File: src/rtl/pipe_pkg.sv
// rtl/pipe_pkg.sv - shared Tuse/Tnew encodings, MD FSM states and hazard helper
// Purpose : common types for the hazard controller and its HI/LO busy tracker.
// Contents: tuse_t (0..2 = cycles until use/forwardable, 3 = unused),
//           md_state_t (IDLE/BUSY), MD_CNT_W, src_hazard() helper.
package pipe_pkg;

   typedef logic [1:0] tuse_t;

   localparam tuse_t T_UNUSED = 2'd3;

   typedef enum logic {
      MD_IDLE = 1'b0,
      MD_BUSY = 1'b1
   } md_state_t;

   localparam int MD_CNT_W = 4;

   // One source operand against the EX and MEM producers. Register $0 never
   // carries a dependency; either stage matching is enough to stall.
   function automatic logic src_hazard(
      input logic [4:0] src,
      input tuse_t      tuse,
      input logic [4:0] ex_wa,
      input tuse_t      ex_tnew,
      input logic [4:0] mem_wa,
      input tuse_t      mem_tnew
   );
      logic ex_hit;
      logic mem_hit;
      ex_hit  = (src == ex_wa)  && (ex_tnew  > tuse);
      mem_hit = (src == mem_wa) && (mem_tnew > tuse);
      return (src != 5'd0) && (tuse != T_UNUSED) && (ex_hit || mem_hit);
   endfunction

endpackage

File: src/rtl/pipe_hazard_ctrl_if.sv
// rtl/pipe_hazard_ctrl_if.sv - pipeline-side bus of the hazard controller
// Purpose : bundles the ID/EX/MEM hazard inputs and the stall/HI-LO outputs.
// master  : pipeline (drives ID/EX/MEM fields, observes stall and md status)
// slave   : pipe_hazard_ctrl
interface pipe_hazard_ctrl_if;
   import pipe_pkg::*;

   logic [4:0]  id_rs;
   logic [4:0]  id_rt;
   tuse_t       id_tuse_rs;
   tuse_t       id_tuse_rt;
   logic        id_is_md;
   logic [4:0]  ex_wa;
   logic [4:0]  mem_wa;
   tuse_t       ex_tnew;
   tuse_t       mem_tnew;
   logic        ex_start;
   logic        ex_md_div;

   logic        stall;
   logic        if_id_en;
   logic        md_busy;
   logic        md_done;
   logic        md_overlap;
   logic [15:0] stall_cnt;

   modport master (
      output id_rs, id_rt, id_tuse_rs, id_tuse_rt, id_is_md,
      output ex_wa, mem_wa, ex_tnew, mem_tnew, ex_start, ex_md_div,
      input  stall, if_id_en, md_busy, md_done, md_overlap, stall_cnt
   );

   modport slave (
      input  id_rs, id_rt, id_tuse_rs, id_tuse_rt, id_is_md,
      input  ex_wa, mem_wa, ex_tnew, mem_tnew, ex_start, ex_md_div,
      output stall, if_id_en, md_busy, md_done, md_overlap, stall_cnt
   );

endinterface

File: src/rtl/pipe_hazard_ctrl_md_busy_tracker.sv
// rtl/pipe_hazard_ctrl_md_busy_tracker.sv - HI/LO multiply/divide busy FSM
// Purpose : tracks the multi-cycle HI/LO unit with an IDLE/BUSY FSM and a
//           down-counter loaded with MULT_CYC or DIV_CYC.
// Ports   : clk, reset (async, active-low)
//           i_start   - EX holds a mult/div this cycle
//           i_div     - qualifies i_start, 1 = div
//           o_busy    - unit computing (exactly in BUSY)
//           o_done    - one-cycle pulse after the last busy cycle
//           o_overlap - sticky: start seen while busy (not on the last cycle)
module md_busy_tracker
   import pipe_pkg::*;
#(
   parameter int MULT_CYC = 5,
   parameter int DIV_CYC  = 10
) (
   input  logic clk,
   input  logic reset,
   input  logic i_start,
   input  logic i_div,
   output logic o_busy,
   output logic o_done,
   output logic o_overlap
);

   localparam logic [MD_CNT_W-1:0] MULT_LD = MULT_CYC[MD_CNT_W-1:0];
   localparam logic [MD_CNT_W-1:0] DIV_LD  = DIV_CYC[MD_CNT_W-1:0];

   md_state_t           r_state;
   logic [MD_CNT_W-1:0] r_cnt;
   logic                r_busy;
   logic                r_done;
   logic                r_overlap;
   logic [MD_CNT_W-1:0] w_load;

   assign w_load = i_div ? DIV_LD : MULT_LD;

   always_ff @(posedge clk or negedge reset) begin
      if (!reset) begin
         r_state   <= MD_IDLE;
         r_cnt     <= '0;
         r_busy    <= 1'b0;
         r_done    <= 1'b0;
         r_overlap <= 1'b0;
      end else begin
         r_done <= 1'b0;
         if (r_state == MD_IDLE) begin
            if (i_start) begin
               r_state <= MD_BUSY;
               r_cnt   <= w_load;
               r_busy  <= 1'b1;
            end
         end else begin
            if (r_cnt == MD_CNT_W'(1)) begin
               // Last busy cycle: the current result completes regardless,
               // and a start here chains straight into a new operation.
               r_done <= 1'b1;
               if (i_start) begin
                  r_cnt <= w_load;
               end else begin
                  r_state <= MD_IDLE;
                  r_cnt   <= '0;
                  r_busy  <= 1'b0;
               end
            end else begin
               r_cnt <= r_cnt - MD_CNT_W'(1);
               if (i_start) begin
                  r_overlap <= 1'b1;
               end
            end
         end
      end
   end

   assign o_busy    = r_busy;
   assign o_done    = r_done;
   assign o_overlap = r_overlap;

endmodule

File: src/rtl/pipe_hazard_ctrl.sv
// rtl/pipe_hazard_ctrl.sv - pipeline stall/hazard controller with HI/LO tracking
// Purpose : combinational stall from Tuse/Tnew register hazards and HI/LO busy,
//           plus a saturating count of stalled cycles.
// Ports   : clk, reset (async, active-low)
//           hif (slave) - ID/EX/MEM hazard inputs; stall, if_id_en, md_busy,
//                         md_done, md_overlap, stall_cnt outputs
module pipe_hazard_ctrl
   import pipe_pkg::*;
#(
   parameter int MULT_CYC = 5,
   parameter int DIV_CYC  = 10
) (
   input  logic               clk,
   input  logic               reset,
   pipe_hazard_ctrl_if.slave  hif
);

   logic        w_rs_hz;
   logic        w_rt_hz;
   logic        w_md_hz;
   logic        w_stall;
   logic        w_md_busy;
   logic        w_md_done;
   logic        w_md_overlap;
   logic [15:0] r_stall_cnt;

   md_busy_tracker #(
      .MULT_CYC (MULT_CYC),
      .DIV_CYC  (DIV_CYC)
   ) u_md (
      .clk       (clk),
      .reset     (reset),
      .i_start   (hif.ex_start),
      .i_div     (hif.ex_md_div),
      .o_busy    (w_md_busy),
      .o_done    (w_md_done),
      .o_overlap (w_md_overlap)
   );

   assign w_rs_hz = src_hazard(hif.id_rs, hif.id_tuse_rs, hif.ex_wa, hif.ex_tnew,
                               hif.mem_wa, hif.mem_tnew);
   assign w_rt_hz = src_hazard(hif.id_rt, hif.id_tuse_rt, hif.ex_wa, hif.ex_tnew,
                               hif.mem_wa, hif.mem_tnew);

   // A start in EX occupies HI/LO from the next edge, so an HI/LO user in ID
   // must already wait this cycle.
   assign w_md_hz = hif.id_is_md & (w_md_busy | hif.ex_start);
   assign w_stall = w_rs_hz | w_rt_hz | w_md_hz;

   always_ff @(posedge clk or negedge reset) begin
      if (!reset) begin
         r_stall_cnt <= '0;
      end else if (w_stall && (r_stall_cnt != 16'hFFFF)) begin
         r_stall_cnt <= r_stall_cnt + 16'd1;
      end
   end

   assign hif.stall      = w_stall;
   assign hif.if_id_en   = ~w_stall;
   assign hif.md_busy    = w_md_busy;
   assign hif.md_done    = w_md_done;
   assign hif.md_overlap = w_md_overlap;
   assign hif.stall_cnt  = r_stall_cnt;

endmodule

File: src/flat_wrapper.sv
// flat-port wrapper written by rule: the top's interface ports become plain ports
module pipe_hazard_ctrl_flat import pipe_pkg::*;
#(
   parameter int MULT_CYC = 5,
   parameter int DIV_CYC  = 10
)
  (clk, reset, hif_id_rs, hif_id_rt, hif_id_tuse_rs, hif_id_tuse_rt, hif_id_is_md, hif_ex_wa, hif_mem_wa, hif_ex_tnew, hif_mem_tnew, hif_ex_start, hif_ex_md_div, hif_stall, hif_if_id_en, hif_md_busy, hif_md_done, hif_md_overlap, hif_stall_cnt);
  pipe_hazard_ctrl_if hif_i ();
  input  logic clk;
  input  logic reset;
  input wire logic [$bits(hif_i.id_rs)-1:0] hif_id_rs;
  input wire logic [$bits(hif_i.id_rt)-1:0] hif_id_rt;
  input wire logic [$bits(hif_i.id_tuse_rs)-1:0] hif_id_tuse_rs;
  input wire logic [$bits(hif_i.id_tuse_rt)-1:0] hif_id_tuse_rt;
  input wire logic [$bits(hif_i.id_is_md)-1:0] hif_id_is_md;
  input wire logic [$bits(hif_i.ex_wa)-1:0] hif_ex_wa;
  input wire logic [$bits(hif_i.mem_wa)-1:0] hif_mem_wa;
  input wire logic [$bits(hif_i.ex_tnew)-1:0] hif_ex_tnew;
  input wire logic [$bits(hif_i.mem_tnew)-1:0] hif_mem_tnew;
  input wire logic [$bits(hif_i.ex_start)-1:0] hif_ex_start;
  input wire logic [$bits(hif_i.ex_md_div)-1:0] hif_ex_md_div;
  output wire logic [$bits(hif_i.stall)-1:0] hif_stall;
  output wire logic [$bits(hif_i.if_id_en)-1:0] hif_if_id_en;
  output wire logic [$bits(hif_i.md_busy)-1:0] hif_md_busy;
  output wire logic [$bits(hif_i.md_done)-1:0] hif_md_done;
  output wire logic [$bits(hif_i.md_overlap)-1:0] hif_md_overlap;
  output wire logic [$bits(hif_i.stall_cnt)-1:0] hif_stall_cnt;
  assign hif_i.id_rs = hif_id_rs;
  assign hif_i.id_rt = hif_id_rt;
  assign hif_i.id_tuse_rs = hif_id_tuse_rs;
  assign hif_i.id_tuse_rt = hif_id_tuse_rt;
  assign hif_i.id_is_md = hif_id_is_md;
  assign hif_i.ex_wa = hif_ex_wa;
  assign hif_i.mem_wa = hif_mem_wa;
  assign hif_i.ex_tnew = hif_ex_tnew;
  assign hif_i.mem_tnew = hif_mem_tnew;
  assign hif_i.ex_start = hif_ex_start;
  assign hif_i.ex_md_div = hif_ex_md_div;
  assign hif_stall = hif_i.stall;
  assign hif_if_id_en = hif_i.if_id_en;
  assign hif_md_busy = hif_i.md_busy;
  assign hif_md_done = hif_i.md_done;
  assign hif_md_overlap = hif_i.md_overlap;
  assign hif_stall_cnt = hif_i.stall_cnt;
  pipe_hazard_ctrl #(.MULT_CYC(MULT_CYC), .DIV_CYC(DIV_CYC)) u_core (.clk(clk), .reset(reset), .hif(hif_i));
endmodule
File: config.mk
export PLATFORM = sky130hd
export DESIGN_NAME = pipe_hazard_ctrl_flat
export DESIGN_NICKNAME = d
export VERILOG_FILES = /design/src/rtl/pipe_pkg.sv /design/src/rtl/pipe_hazard_ctrl_if.sv /design/src/rtl/pipe_hazard_ctrl_md_busy_tracker.sv /design/src/rtl/pipe_hazard_ctrl.sv /design/src/flat_wrapper.sv
export SDC_FILE = /design/constraint.sdc
export NUM_CORES = 1
export LEC_CHECK = 0
export ABC_AREA = 1
export CAP_MARGIN = 25
export CORE_MARGIN = 1
export CORE_UTILIZATION = 44
export CTS_BUF_LIST = sky130_fd_sc_hd__clkbuf_2
export CTS_CLUSTER_SIZE = 30
export DETAILED_ROUTE_END_ITERATION = 6
export PLACE_DENSITY_LB_ADDON = 0.12
export SYNTH_ARGS = -nofsm -noshare
export SYNTH_HDL_FRONTEND = slang
export SYNTH_HIERARCHICAL = 1
export SYNTH_SLANG_ARGS = --single-unit
File: constraint.sdc
create_clock -name clk -period 2.8 [get_ports clk]
set_clock_uncertainty 0.2 [all_clocks]
set_input_delay 0.84 -clock clk [delete_from_list [all_inputs] [get_ports clk]]
set_output_delay 0.84 -clock clk [all_outputs]
set_load 0.005 [all_outputs]
==> results of run 1 <==
==> registers in the layout, indices dropped and copies added (netlist names) <==
register and flops:
u_core/hif.stall_cnt 16, u_core/u_md/r_cnt 4, u_core/u_md/o_busy 1, u_core/u_md/o_done 1, u_core/u_md/o_overlap 1, u_core/u_md/r_state 1
==> worst max-delay path, delay by kind of cell <==
family | cells | cell delay [ns]
adder cells (fa/ha/maj) | 1 | 0.20
buffers and inverters | 4 | 0.31
AND/OR/NAND/NOR | 7 | 0.58
==> final cells by class <==
| type | count | area [um^2] | share of cell area (%) |
|---|---|---|---|
| Multi-Input combinational cell | 236 | 1290 | 46.3 |
| Clock buffer | 3 | 15.0 | 0.540 |
| Timing Repair Buffer | 62 | 562 | 20.2 |
| Sequential cell | 24 | 601 | 21.6 |
| Inverter | 53 | 221 | 7.96 |
| Tap cell | 52 | 65.1 | 2.34 |
| Clock inverter | 1 | 30.0 | 1.08 |
==> Yosys cell counts <==
cell	instances
o21bai_1	1
o31ai_1	1
nor2_2	2
nand2_2	1
nor2_1	26
o21ai_0	7
nor3_1	4
inv_2	6
buf_6	1
dfrtp_1	24
o22ai_1	1
nand3_2	3
nor3_2	3
inv_1	47
nand2_1	121
nand4_1	2
nand3_1	32
xnor2_1	3
a21oi_1	6
buf_2	3
a31oi_1	1
xor2_1	11
ha_1	11
==> power breakdown <==
part	total (mW)	internal, mW	switching, mW
Clock	0.232	0.123	0.109
Combinational	0.632	0.310	0.322
Sequential	0.525	0.430	0.0952
==> per-layer routing <==
layer	wire, um	share of wire, %	GRT usage, %	vias to the layer above
met1	2450	51	29.7	946
li1	-	-	-	1101
met2	2150	45	34.2	54
met5	0	0	0	-
met3	183	3.8	3.34	4
met4	19	0.40	3.63	0
==> per-stage QoR <==
stage               area, um^2  utilization, %  hold WS [ns]  std cells  power (mW)
finish                    2780            63.9         0.319        431        1.39
global placement          2690            61.9         0.270        427        1.14
detailed placement        2690            61.9         0.275        427        1.17
global route              2780            63.9         0.346        431        1.52
CTS                       2750            63.1         0.329        431        1.40
floorplan                 2060               -         0.268        317       0.888
==> path summary, 6_finish.rpt <==
check	to	slack, ns	depth (start not counted)
setup / recovery	hif_if_id_en	-0.18	12
setup reg to reg	u_core/hif.stall_cnt[1]	0.59	10
max in group asynchronous	u_core/hif.stall_cnt[10]	1.55	2
hold / removal	u_core/u_md/o_overlap	0.32	1
min in group asynchronous	u_core/u_md/r_cnt[2]	0.61	2
hold reg to reg	u_core/u_md/o_overlap	0.32	1
==> repair_timing <==
action | in CTS | in global routing
gates cloned | 0 | 0
buffers inserted | 0 | 0
setup endpoints to repair | 14 | 2
resized for setup | 79 | 9
pin swaps | 22 | 8
==> cells by family after synthesis <==
family | synth area share (%)
simple gates | 41.1
buf+inv | 11.2
flops | 30.0
compound gates | 4.63
xor+xnor | 6.13
fa+ha+maj | 6.87
==> flow_metrics.env, run 1 <==
export IMPL_setup_tns_ns=-0.339
export IMPL_maxCapViolCount=0
export IMPL_num_fill_cells=424
export IMPL_path_max_fanout=4
export IMPL_dieWidth_um=69.5
export IMPL_status="finished with violations"
export IMPL_nNetsFinal=424
export IMPL_synth_top_area_share_pct=30.0
export IMPL_synth_cell_types=23
export IMPL_setup_ws_ns=-0.183
export IMPL_crit_type="in2out"
export IMPL_n_antenna_cell=0
export IMPL_wl_mm=4.81
export IMPL_synth_nets=361
export IMPL_cts_buffers=3
export IMPL_fin_crit_sh_pct=107
export IMPL_die_area_um2=4820
export IMPL_h_tree_depth=1
export IMPL_dr_pass1_iters=4
export IMPL_grt_overflow_total=0
export IMPL_pre_cts_ws_ns=-1.09
export IMPL_min_path_type="reg2reg"
export IMPL_postCtsHoldBufs=0
export IMPL_startpoint="hif_mem_tnew[0]"
export IMPL_avgSynthCellArea_um2=6.32
export IMPL_ys_ff_latch=24
export IMPL_die_h_um=69.5
export IMPL_core_area_um2=4350
export IMPL_grt_pass1_wl_mm=8.47
export IMPL_hp_start="u_core/u_md/o_overlap"
export IMPL_io_pins=54
export IMPL_endpoint_kind="output pin"
export IMPL_violations="setup timing"
export IMPL_area_delta_synth_final_pct=38.9
export IMPL_peakVddDrop_uv=312
export IMPL_rsz0062_at_grt="true"
export IMPL_hpwl_mm=3.94
export IMPL_setup_violations=2
export IMPL_cpMaxStageDelayCell="ha_4"
export IMPL_max_freq_ghz=0.335
export IMPL_ant_nets=0
export IMPL_crit_path_start_kind="input port"
export IMPL_dr_first_iter_drc_count=86
export IMPL_netlist_top_cell_by_area="dfrtp_1"
export IMPL_layout_common_cells="117 x nand2_1, 40 x inv_1, 30 x nand3_1"
export IMPL_cts_sinks=24
export IMPL_ys_seq_area_share_pct=30.0
export IMPL_ys_warn_count=6
export IMPL_reg2reg_from="u_core/hif.stall_cnt[0]"
export IMPL_clockRootBuffer="clkbuf_2"
export IMPL_grt_pass1_vias=1957
export IMPL_num_rows=24
export IMPL_clk_pin_slew_ns=0.24
export IMPL_layout_commonest_cell="nand2_1"
export IMPL_portBuffers=53
export IMPL_syn_area_um2=2000
export IMPL_p_leak_nw=1.45
export IMPL_start_util_pct=46.0
export IMPL_power_density_nw_per_um2=499
export IMPL_cp_arrival_ns=1.94
export IMPL_drive_gt1_share_pct=15.6
export IMPL_viasPerCell=4.88
export IMPL_clock_path_buffers=2
export IMPL_cp_slowest_stage_delay_ns=0.20
export IMPL_drc=0
export IMPL_grt_max_degree=25
export IMPL_cp_required_ns=1.76
export IMPL_place_gp_congestion=0.899
export IMPL_worstMarginPinSlew_ns=0.378
export IMPL_hold_viol=0
export IMPL_slew_headroom_pct=74.8
export IMPL_period_needed_ns=2.98
export IMPL_cts_tree="built"
export IMPL_post_drt_wl_per_cell_um=11.1
export IMPL_crit_path_cell_trace="buf_2 -> inv_2 -> ha_4 -> nand2_1 -> nand3_1 -> nor2_1 -> nand3_1 -> nand2_1 -> nand2_2 -> nand3_4 -> inv_2 -> buf_6"
export IMPL_num_vias=2105
export IMPL_grtUsageTotal_pct=21.0
export IMPL_synthCells=317
export IMPL_clock_latency_ns=0.35
export IMPL_synth_area_leaders="dfrtp_1 30%, nand2_1 23%, inv_1 8.8%, nand3_1 8.0%, ha_1 6.9%"
export IMPL_antenna_found_initial=0
export IMPL_finalMaxSlewViolations=0
Power figures use the tool's default switching activity.
==> inputs of run 2 (changes only) <==
- CORE_MARGIN: 1 -> default
==> results of run 2 <==
No change in the layout: final DEF, timing and power equal those of run 1.
